## src/rtl/mc_sequencer.sv

```systemverilog
// Multicycle MIPS-subset control sequencer: Moore FSM producing datapath
// enables/selects, with memory wait-timeout and sticky illegal/bus error flags.
module mc_sequencer #(
   parameter int WAIT_LIMIT = 15
) (
   input  logic       clk,
   input  logic       rst,
   input  logic [5:0] op,
   input  logic [5:0] funct,
   input  logic       zero,
   input  logic       mem_ready,
   output logic       pcen,
   output logic       irwrite,
   output logic       regwrite,
   output logic       memwrite,
   output logic       iord,
   output logic       alusrca,
   output logic       regdst,
   output logic       memtoreg,
   output logic [1:0] alusrcb,
   output logic [1:0] pcsrc,
   output logic [2:0] alucontrol,
   output logic [3:0] state,
   output logic       illegal,
   output logic       bus_err
);

   typedef enum logic [3:0] {
      S_FETCH   = 4'd0,  S_DECODE = 4'd1,  S_MEMADR = 4'd2,  S_MEMRD  = 4'd3,
      S_MEMWB   = 4'd4,  S_MEMWR  = 4'd5,  S_EXECUTE = 4'd6, S_ALUWB  = 4'd7,
      S_BRANCH  = 4'd8,  S_ADDIEX = 4'd9,  S_ADDIWB = 4'd10, S_JUMP   = 4'd11,
      S_ERROR   = 4'd15
   } state_t;

   localparam int WAIT_W = (WAIT_LIMIT < 1) ? 1 : $clog2(WAIT_LIMIT + 1);
   localparam logic [WAIT_W-1:0] WAIT_MAX = WAIT_W'(WAIT_LIMIT);

   localparam logic [5:0] OP_RTYPE = 6'b000000;
   localparam logic [5:0] OP_LW    = 6'b100011;
   localparam logic [5:0] OP_SW    = 6'b101011;
   localparam logic [5:0] OP_BEQ   = 6'b000100;
   localparam logic [5:0] OP_ADDI  = 6'b001000;
   localparam logic [5:0] OP_J     = 6'b000010;

   state_t            state_r, next_s;
   logic [WAIT_W-1:0] wait_r, wait_next_s;
   logic              illegal_r, bus_err_r;
   logic              mem_state_s, timeout_s, funct_ok_s, next_is_mem_s;
   logic [2:0]        funct_alu_s;
   logic              pcen_s, irwrite_s, regwrite_s, memwrite_s;

   assign mem_state_s   = (state_r == S_FETCH) || (state_r == S_MEMRD) || (state_r == S_MEMWR);
   assign next_is_mem_s = (next_s == S_FETCH) || (next_s == S_MEMRD) || (next_s == S_MEMWR);
   // The limit cycle itself is still tolerated; only a further low cycle times out.
   assign timeout_s     = mem_state_s && !mem_ready && (wait_r == WAIT_MAX);

   // R-type function legality and ALU operation decode
   always_comb begin
      funct_ok_s  = 1'b1;
      funct_alu_s = 3'b010;
      case (funct)
         6'b100000: funct_alu_s = 3'b010;
         6'b100010: funct_alu_s = 3'b110;
         6'b100100: funct_alu_s = 3'b000;
         6'b100101: funct_alu_s = 3'b001;
         6'b101010: funct_alu_s = 3'b111;
         default:   funct_ok_s  = 1'b0;
      endcase
   end

   // Next-state selection
   always_comb begin
      next_s = state_r;
      case (state_r)
         S_FETCH:   if (timeout_s) next_s = S_ERROR;
                    else if (mem_ready) next_s = S_DECODE;
                    else next_s = S_FETCH;
         S_DECODE:  case (op)
                       OP_LW, OP_SW: next_s = S_MEMADR;
                       OP_RTYPE:     if (funct_ok_s) next_s = S_EXECUTE;
                                     else next_s = S_ERROR;
                       OP_BEQ:       next_s = S_BRANCH;
                       OP_ADDI:      next_s = S_ADDIEX;
                       OP_J:         next_s = S_JUMP;
                       default:      next_s = S_ERROR;
                    endcase
         S_MEMADR:  if (op == OP_LW) next_s = S_MEMRD;
                    else if (op == OP_SW) next_s = S_MEMWR;
                    else next_s = S_ERROR;
         S_MEMRD:   if (timeout_s) next_s = S_ERROR;
                    else if (mem_ready) next_s = S_MEMWB;
                    else next_s = S_MEMRD;
         S_MEMWR:   if (timeout_s) next_s = S_ERROR;
                    else if (mem_ready) next_s = S_FETCH;
                    else next_s = S_MEMWR;
         S_EXECUTE: next_s = S_ALUWB;
         S_ADDIEX:  next_s = S_ADDIWB;
         S_MEMWB, S_ALUWB, S_ADDIWB, S_BRANCH, S_JUMP: next_s = S_FETCH;
         S_ERROR:   next_s = S_ERROR;
         default:   next_s = S_ERROR;
      endcase
   end

   // Saturating memory wait counter, cleared on entry to a memory state
   always_comb begin
      if ((next_s != state_r) && next_is_mem_s) begin
         wait_next_s = {WAIT_W{1'b0}};
      end else if (mem_state_s && !mem_ready && (wait_r != WAIT_MAX)) begin
         wait_next_s = wait_r + WAIT_W'(1);
      end else begin
         wait_next_s = wait_r;
      end
   end

   // State, wait counter and sticky error flags
   always_ff @(posedge clk or posedge rst) begin
      if (rst) begin
         state_r   <= S_FETCH;
         wait_r    <= {WAIT_W{1'b0}};
         illegal_r <= 1'b0;
         bus_err_r <= 1'b0;
      end else begin
         state_r   <= next_s;
         wait_r    <= wait_next_s;
         illegal_r <= illegal_r | ((state_r == S_DECODE) && (next_s == S_ERROR));
         bus_err_r <= bus_err_r | timeout_s;
      end
   end

   // Moore output decode; FETCH and BRANCH enables follow mem_ready / zero
   always_comb begin
      pcen_s     = 1'b0;
      irwrite_s  = 1'b0;
      regwrite_s = 1'b0;
      memwrite_s = 1'b0;
      iord       = 1'b0;
      alusrca    = 1'b0;
      regdst     = 1'b0;
      memtoreg   = 1'b0;
      alusrcb    = 2'b00;
      pcsrc      = 2'b00;
      alucontrol = 3'b010;
      case (state_r)
         S_FETCH:   begin alusrcb = 2'b01; irwrite_s = mem_ready; pcen_s = mem_ready; end
         S_DECODE:  alusrcb = 2'b11;
         S_MEMADR:  begin alusrca = 1'b1; alusrcb = 2'b10; end
         S_MEMRD:   iord = 1'b1;
         S_MEMWB:   begin memtoreg = 1'b1; regwrite_s = 1'b1; end
         S_MEMWR:   begin iord = 1'b1; memwrite_s = 1'b1; end
         S_EXECUTE: begin alusrca = 1'b1; alucontrol = funct_alu_s; end
         S_ALUWB:   begin regdst = 1'b1; regwrite_s = 1'b1; end
         S_BRANCH:  begin alusrca = 1'b1; alucontrol = 3'b110; pcsrc = 2'b01; pcen_s = zero; end
         S_ADDIEX:  begin alusrca = 1'b1; alusrcb = 2'b10; end
         S_ADDIWB:  regwrite_s = 1'b1;
         S_JUMP:    begin pcsrc = 2'b10; pcen_s = 1'b1; end
         default:   pcen_s = 1'b0;
      endcase
   end

   // Write enables are forced low for as long as rst is held.
   assign pcen     = pcen_s & ~rst;
   assign irwrite  = irwrite_s & ~rst;
   assign regwrite = regwrite_s & ~rst;
   assign memwrite = memwrite_s & ~rst;
   assign state    = state_r;
   assign illegal  = illegal_r;
   assign bus_err  = bus_err_r;

endmodule

```

## config.mk

```make
export PLATFORM = sky130hd
export DESIGN_NAME = mc_sequencer
export DESIGN_NICKNAME = d
export VERILOG_FILES = /design/src/rtl/mc_sequencer.sv
export SDC_FILE = /design/constraint.sdc
export NUM_CORES = 1
export LEC_CHECK = 0
export CAP_MARGIN = 20
export CORE_MARGIN = 5
export CORE_UTILIZATION = 41
export CTS_BUF_LIST = sky130_fd_sc_hd__clkbuf_8 sky130_fd_sc_hd__clkbuf_16
export DETAILED_ROUTE_END_ITERATION = 7
export PLACE_DENSITY = 0.87
export SKIP_CTS_REPAIR_TIMING = 1
export SLEW_MARGIN = 20
export SYNTH_ARGS = -nofsm -noshare
export SYNTH_HDL_FRONTEND = slang
export SYNTH_SLANG_ARGS = --single-unit
```

## constraint.sdc

```tcl
create_clock -name clk -period 1.7 [get_ports clk]
set_input_delay 0.34 -clock clk [delete_from_list [all_inputs] [get_ports clk]]
set_output_delay 0.34 -clock clk [all_outputs]
set_load 0.05 [all_outputs]
```

==> summary by stage, run 1 <==
Place
Detailed placement finished with a half-perimeter wire length of 3310 um. In this run the tool buffered the top-level ports with 36 buffer cells. The congestion estimate from routability-driven global placement came to 0.907.

Yosys
The number of nets handed over by synthesis was 156. For this run, asynchronously set or reset flops after synthesis account for 100%. During synthesis, Yosys emitted a total of 0 warnings. Yosys mapped a number of flops with a built-in enable equal to 0. Counting every instance in the synthesized netlist gives 139. The unique cell type count in the Yosys netlist is 51. The most used flip-flop cell after synthesis is dfrtp_1. In this run, synthesis produced a sequential element count of 10. In this run the cell area of the synthesized design comes to 1110 sq um. The proportion of synthesized chip area in sequential cells is a little under a quarter. The post-synthesis average cell area is approximately 8 sq um.

Clock network
Buffers inserted during clock tree synthesis total 3. CTS placed an instance of clkbuf_8 at the clock tree root. The maximum level of the CTS H-tree is 1. Counting along the longest clock path gives a buffer depth of 2. The total number of clock tree sinks is 10.

Floorplan
The starting density of the core is 43.9%. In this run the vertical extent of the chip is 62.0 um. The floorplan step set the die width to ~62 um. The floorplan has 18 rows. During I/O placement, the number of pins put on the boundary was 37.

Timing
After the last repair the worst path ends at a primary output. The endpoint pin with the least setup slack after global-route repair is irwrite.

GRT
The maximum number of pins on one net before global-route repair is 15.

Outcome
The run stopped with a tool error. The tool reported: "[ERROR DPL-0038] Utilization greater than 100%, impossible to legalize". It got as far as 5_1_grt and failed there.
## cells in the mapped netlist, types with 2 or more instances
master    instances  area (sq um)
a31oi_1           7          43.8
inv_1             2          7.51
buf_6             2          22.5
and2b_1           3          22.5
nor2b_1           3          18.8
or4_4             2          22.5
mux2i_1           3          30.0
buf_2             2          10.0
nand3b_1          2          15.0
clkbuf_1          3          11.3
nand2_1           8          30.0
nor3_1           11          55.1
o31ai_1           2          15.0
dfrtp_1          10           250
o21bai_1          2          15.0
o21a_1            2          15.0
a21oi_1           3          15.0
nand2b_1          6          37.5
nor2_1           18          67.6
a21o_1            3          22.5
nand3_1           5          25.0
o21ai_0           3          15.0
nand4b_1          4          35.0
xnor2_1           3          26.3
nor3b_1           4          30.0
## per-stage QoR
step	TNS (ns)	area, sq um	util, %	setup WS, ns	cells
2_1_floorplan	-3.94	1270	-	-0.415	139
3_5_place_dp	-7.05	2110	83.5	-0.761	240
4_1_cts	-7.82	2160	85.7	-0.591	244
3_3_place_gp	-5.56	2110	83.5	-0.597	240
## logic make-up after synthesis
| group | after synthesis | synth area share (%) |
|---|---|---|
| flops | 10 | 22.6 |
| fa+ha+maj | 1 | 1.13 |
| mux | 4 | 3.73 |
| simple gates | 75 | 39.5 |
| buf+inv | 10 | 4.97 |
| compound gates | 35 | 24.9 |
| xor+xnor | 4 | 3.16 |
==> inputs of run 2 (changes only) <==
--- a/config.mk
+++ b/config.mk
@@ -6,11 +6,10 @@
 export NUM_CORES = 1
 export LEC_CHECK = 0
 export CAP_MARGIN = 20
-export CORE_MARGIN = 5
-export CORE_UTILIZATION = 41
-export CTS_BUF_LIST = sky130_fd_sc_hd__clkbuf_8 sky130_fd_sc_hd__clkbuf_16
+export CORE_AREA = 5 5 66 68
 export DETAILED_ROUTE_END_ITERATION = 7
-export PLACE_DENSITY = 0.87
+export DIE_AREA = 0 0 71 73
+export PLACE_DENSITY_LB_ADDON = 0.15
 export SKIP_CTS_REPAIR_TIMING = 1
 export SLEW_MARGIN = 20
 export SYNTH_ARGS = -nofsm -noshare
==> constraint.sdc (replaced) <==
create_clock -name clk -period 2.2 [get_ports clk]
set_input_delay 0.44 -clock clk [delete_from_list [all_inputs] [get_ports clk]]
set_output_delay 0.44 -clock clk [all_outputs]
set_load 0.05 [all_outputs]
==> summary by stage, run 2 <==
Timing
The total setup violations reported at the end of the flow is 0. The number of pins exceeding their max-slew limit in the final report is 0. Setup repair after global routing could not meet its margin everywhere. Of the available clock period, the critical path in the final layout requires 97.8%. In this run the tightest slew margin relative to its limit is 66.8%.

Counting I/O delays and the setup requirement, the final critical path takes 2.15 ns. Based on the critical path, the design can be clocked at up to 465 MHz. The number of failing hold endpoints at the final stage is 0. On the final layout, the worst clock skew is 0.00462 ns. At the pin with the least slew margin, the transition time is 0.496 ns.

Detailed routing
For this run, design rule violations remaining after detail routing come to 0. The detail route stage leaves a number of antenna-violating nets equal to 0. In the routed layout, each cell is associated on average with a via count of 5.20. For this run, the detailed router's first-pass iteration total came to 4.

The wire length per cell after detailed routing is around 14 um. The detailed router finished its first iteration with between 40 and 50 violations. The post-detailed-routing wire length is 3450 um. The routed layout has about 1300 vias.

GRT
The number of global-route vias before repair is 1235. Across every metal layer, demand over resource in global routing totals 12.9%. The initial antenna violation count was 0. The global routing met1 resource utilization is between 15 and 20%. The peak-usage layer in the global routing report is met2. The final global-route overflow total is 0. The met2 usage is 21.8%. The global-route track usage on met3 is 2.07%.

Entering global routing, the biggest net connects 20 pins. The first-pass GRT wire length is 5550 um.

Floorplan
The floorplan step set the die width to 71 um. The I/O pin total is 37. The floorplan core area is 3800 sq um. The area of the die is around 5200 sq um. The total number of placement rows is 23. The chip height is 73 um. The starting density of the core is between 20% and 30%.

Place
Once placement completed, the tool counted placed cells totaling 238. The HPWL after detailed placement is between 2000 and 3000 um. Buffers placed on the I/O ports in this run total 36. The weighted congestion at the end of routability-driven global placement is 0.824.

Yosys
The count of flip-flops with a built-in enable after synthesis is 0. Sorting the synthesized cells by area gives the leading types as dfrtp_1 23%, nor2_1 6.1%, nor3_1 5.0%, a31oi_1 4.0%, nand2b_1 3.4%. Synthesis produced 139 cells. A synthesized cell averages around 8.0 sq um. The most numerous cell in the Yosys netlist is nor2_1.

The dominant synthesized flop cell is dfrtp_1. The biggest area contributor in the post-synthesis netlist is dfrtp_1. After synthesis, the netlist uses 51 different library cells. After synthesis, the most frequently instantiated cells are 18 x nor2_1, 11 x nor3_1, 10 x dfrtp_1. The count of warnings emitted by yosys is 0. The synthesized design devotes to its leading area cell type 22.6% of total area. In this run the cell area of the synthesized design comes to 1110 sq um. After synthesis, the share of flip-flops with an asynchronous set or reset is 100%. The proportion of synthesized chip area in sequential cells is 22.6%. The flop and latch count out of synthesis is 10. The post-synthesis net count is 156.

Setup path
STA classifies the critical path startpoint as a register. In this design, the stage delay of the slowest critical-path cell is between 0.5 and 0.6 ns. The data arrival time of the worst path is 1.71 ns.

At the worst endpoint, the required time is 1.76 ns. Traced cell by cell, the critical path runs through or4_4, nor3b_4, buf_12. The worst setup path is of the reg -> out kind. The slowest stage cell on the critical path is dfrtp_4.

Along the worst path, the maximum fanout reaches 19. The worst setup path is captured at an output pin.

Clock network
The number of buffers inserted during clock tree synthesis is 3. The CTS tree is done. Clock-pin slew was measured on the worst setup and hold paths at 0.05 ns.

The clock passes through at most 2 buffers. For this design, the sink count on the clock tree is 10. The source-to-sink clock delay at the later pin of the worst-skew pair is 0.24 ns. In this run the number of H-tree levels came out at 1.

Clock tree synthesis selected as its root buffer the cell clkbuf_8.

Power
The static leakage power is 0.861 nW. The worst supply voltage drop on vdd is 0.725 mV. The power density normalized to cell area is 1450 nW/um^2.

Layout
Leaving out fill and tap cells, the most frequent cells in the layout are 35 x buf_4, 15 x nor2_1, 14 x buf_12. The final layout net count is 219. Compared with the post-synthesis result, the final layout area differs by 83.3%. The most common library cell in the layout ignoring fill and taps is buf_4. Of the cells placed in the final design, the portion with a size suffix greater than 1 is 44.8%. The share of the core filled with cells is 53.4%.

The number of antenna diodes in the final layout is 0. The post-route non-filler standard cell count is between 200 and 300.

Outcome
The flow ran to the end, and the final reports show no timing, DRC or antenna violations.

Job
The max-capacitance violation count is 0.

Hold path
The min-delay analysis places its worst path in the category reg -> reg.
==> run 2: cell counts after synthesis <==
No cell type changed its count.
==> run 2: layout make-up <==
| type | instances | area [sq um] |
|---|---|---|
| flip-flops and latches | 10 | 258 |
| clock buffers | 4 | 55.1 |
| inverters | 2 | 7.51 |
| repair buffers | 66 | 726 |
| well taps | 50 | 62.6 |
| multi-input cells | 119 | 921 |
| fillers | 378 | 1770 |
==> run 2: logic make-up (layout without fill, tap and decap cells) <==
family	after synthesis	count (layout)	synth area share [%]
and+or+nand+nor	75	75	39.5
AOI/OAI and AO/OA	35	35	24.9
DFF	10	10	22.6
buffers and inverters	10	72	4.97
xor gates and xnor gates	4	4	3.16
muxes	4	4	3.73
adders and majority gates	1	1	1.13
==> run 2: path summary, 6_finish.rpt <==
| path | start | endpoint | slack (ns) | depth (start not counted) |
|---|---|---|---|---|
| setup / recovery | state[3] | irwrite | 0.05 | 3 |
| hold / removal | bus_err | bus_err | 0.46 | 1 |
| max in group asynchronous | rst | state[3] | 1.26 | 3 |
| hold reg to reg | bus_err | bus_err | 0.46 | 1 |
| setup reg to reg | state[1] | wait_r[2] | 0.11 | 7 |
| min in group asynchronous | rst | state[0] | 0.77 | 3 |
==> run 2: report_power, final <==
| group | switching, mW | leakage, nW | internal (mW) | total [mW] |
|---|---|---|---|---|
| clock network | 0.0732 | 0.0288 | 0.157 | 0.231 |
| logic | 1.26 | 0.710 | 1.05 | 2.31 |
| registers | 0.127 | 0.122 | 0.262 | 0.389 |
==> run 2: metal layers <==
layer | up-vias | routed length, um
met5 | - | 0
met1 | 633 | 1560
met3 | 4 | 102
met4 | 0 | 23
li1 | 646 | -
met2 | 22 | 1760
==> run 2: per-stage QoR <==
stage                     power (mW)  TNS (ns)  area, sq um  worst slack [ns]  hold slack [ns]
after floorplan                 1.76    -0.283         1170            -0.172            0.288
after global placement          2.52     -1.08         1830            -0.222            0.452
after detailed placement        2.55     -1.55         1830            -0.322            0.458
after CTS                       2.79    -0.429         1890            -0.125            0.469
after global routing            3.13   -0.0162         2030           -0.0126            0.478
final                           2.93         0         2030            0.0482            0.463
==> run 2: worst max-delay path: cells and delay by family, from the launching register on <==
kind / cells / cell delay [ns]
buf+inv: 1 / 0.16
simple gates: 2 / 0.74
flops: 1 / 0.57
(Power assumes the default switching activity.)
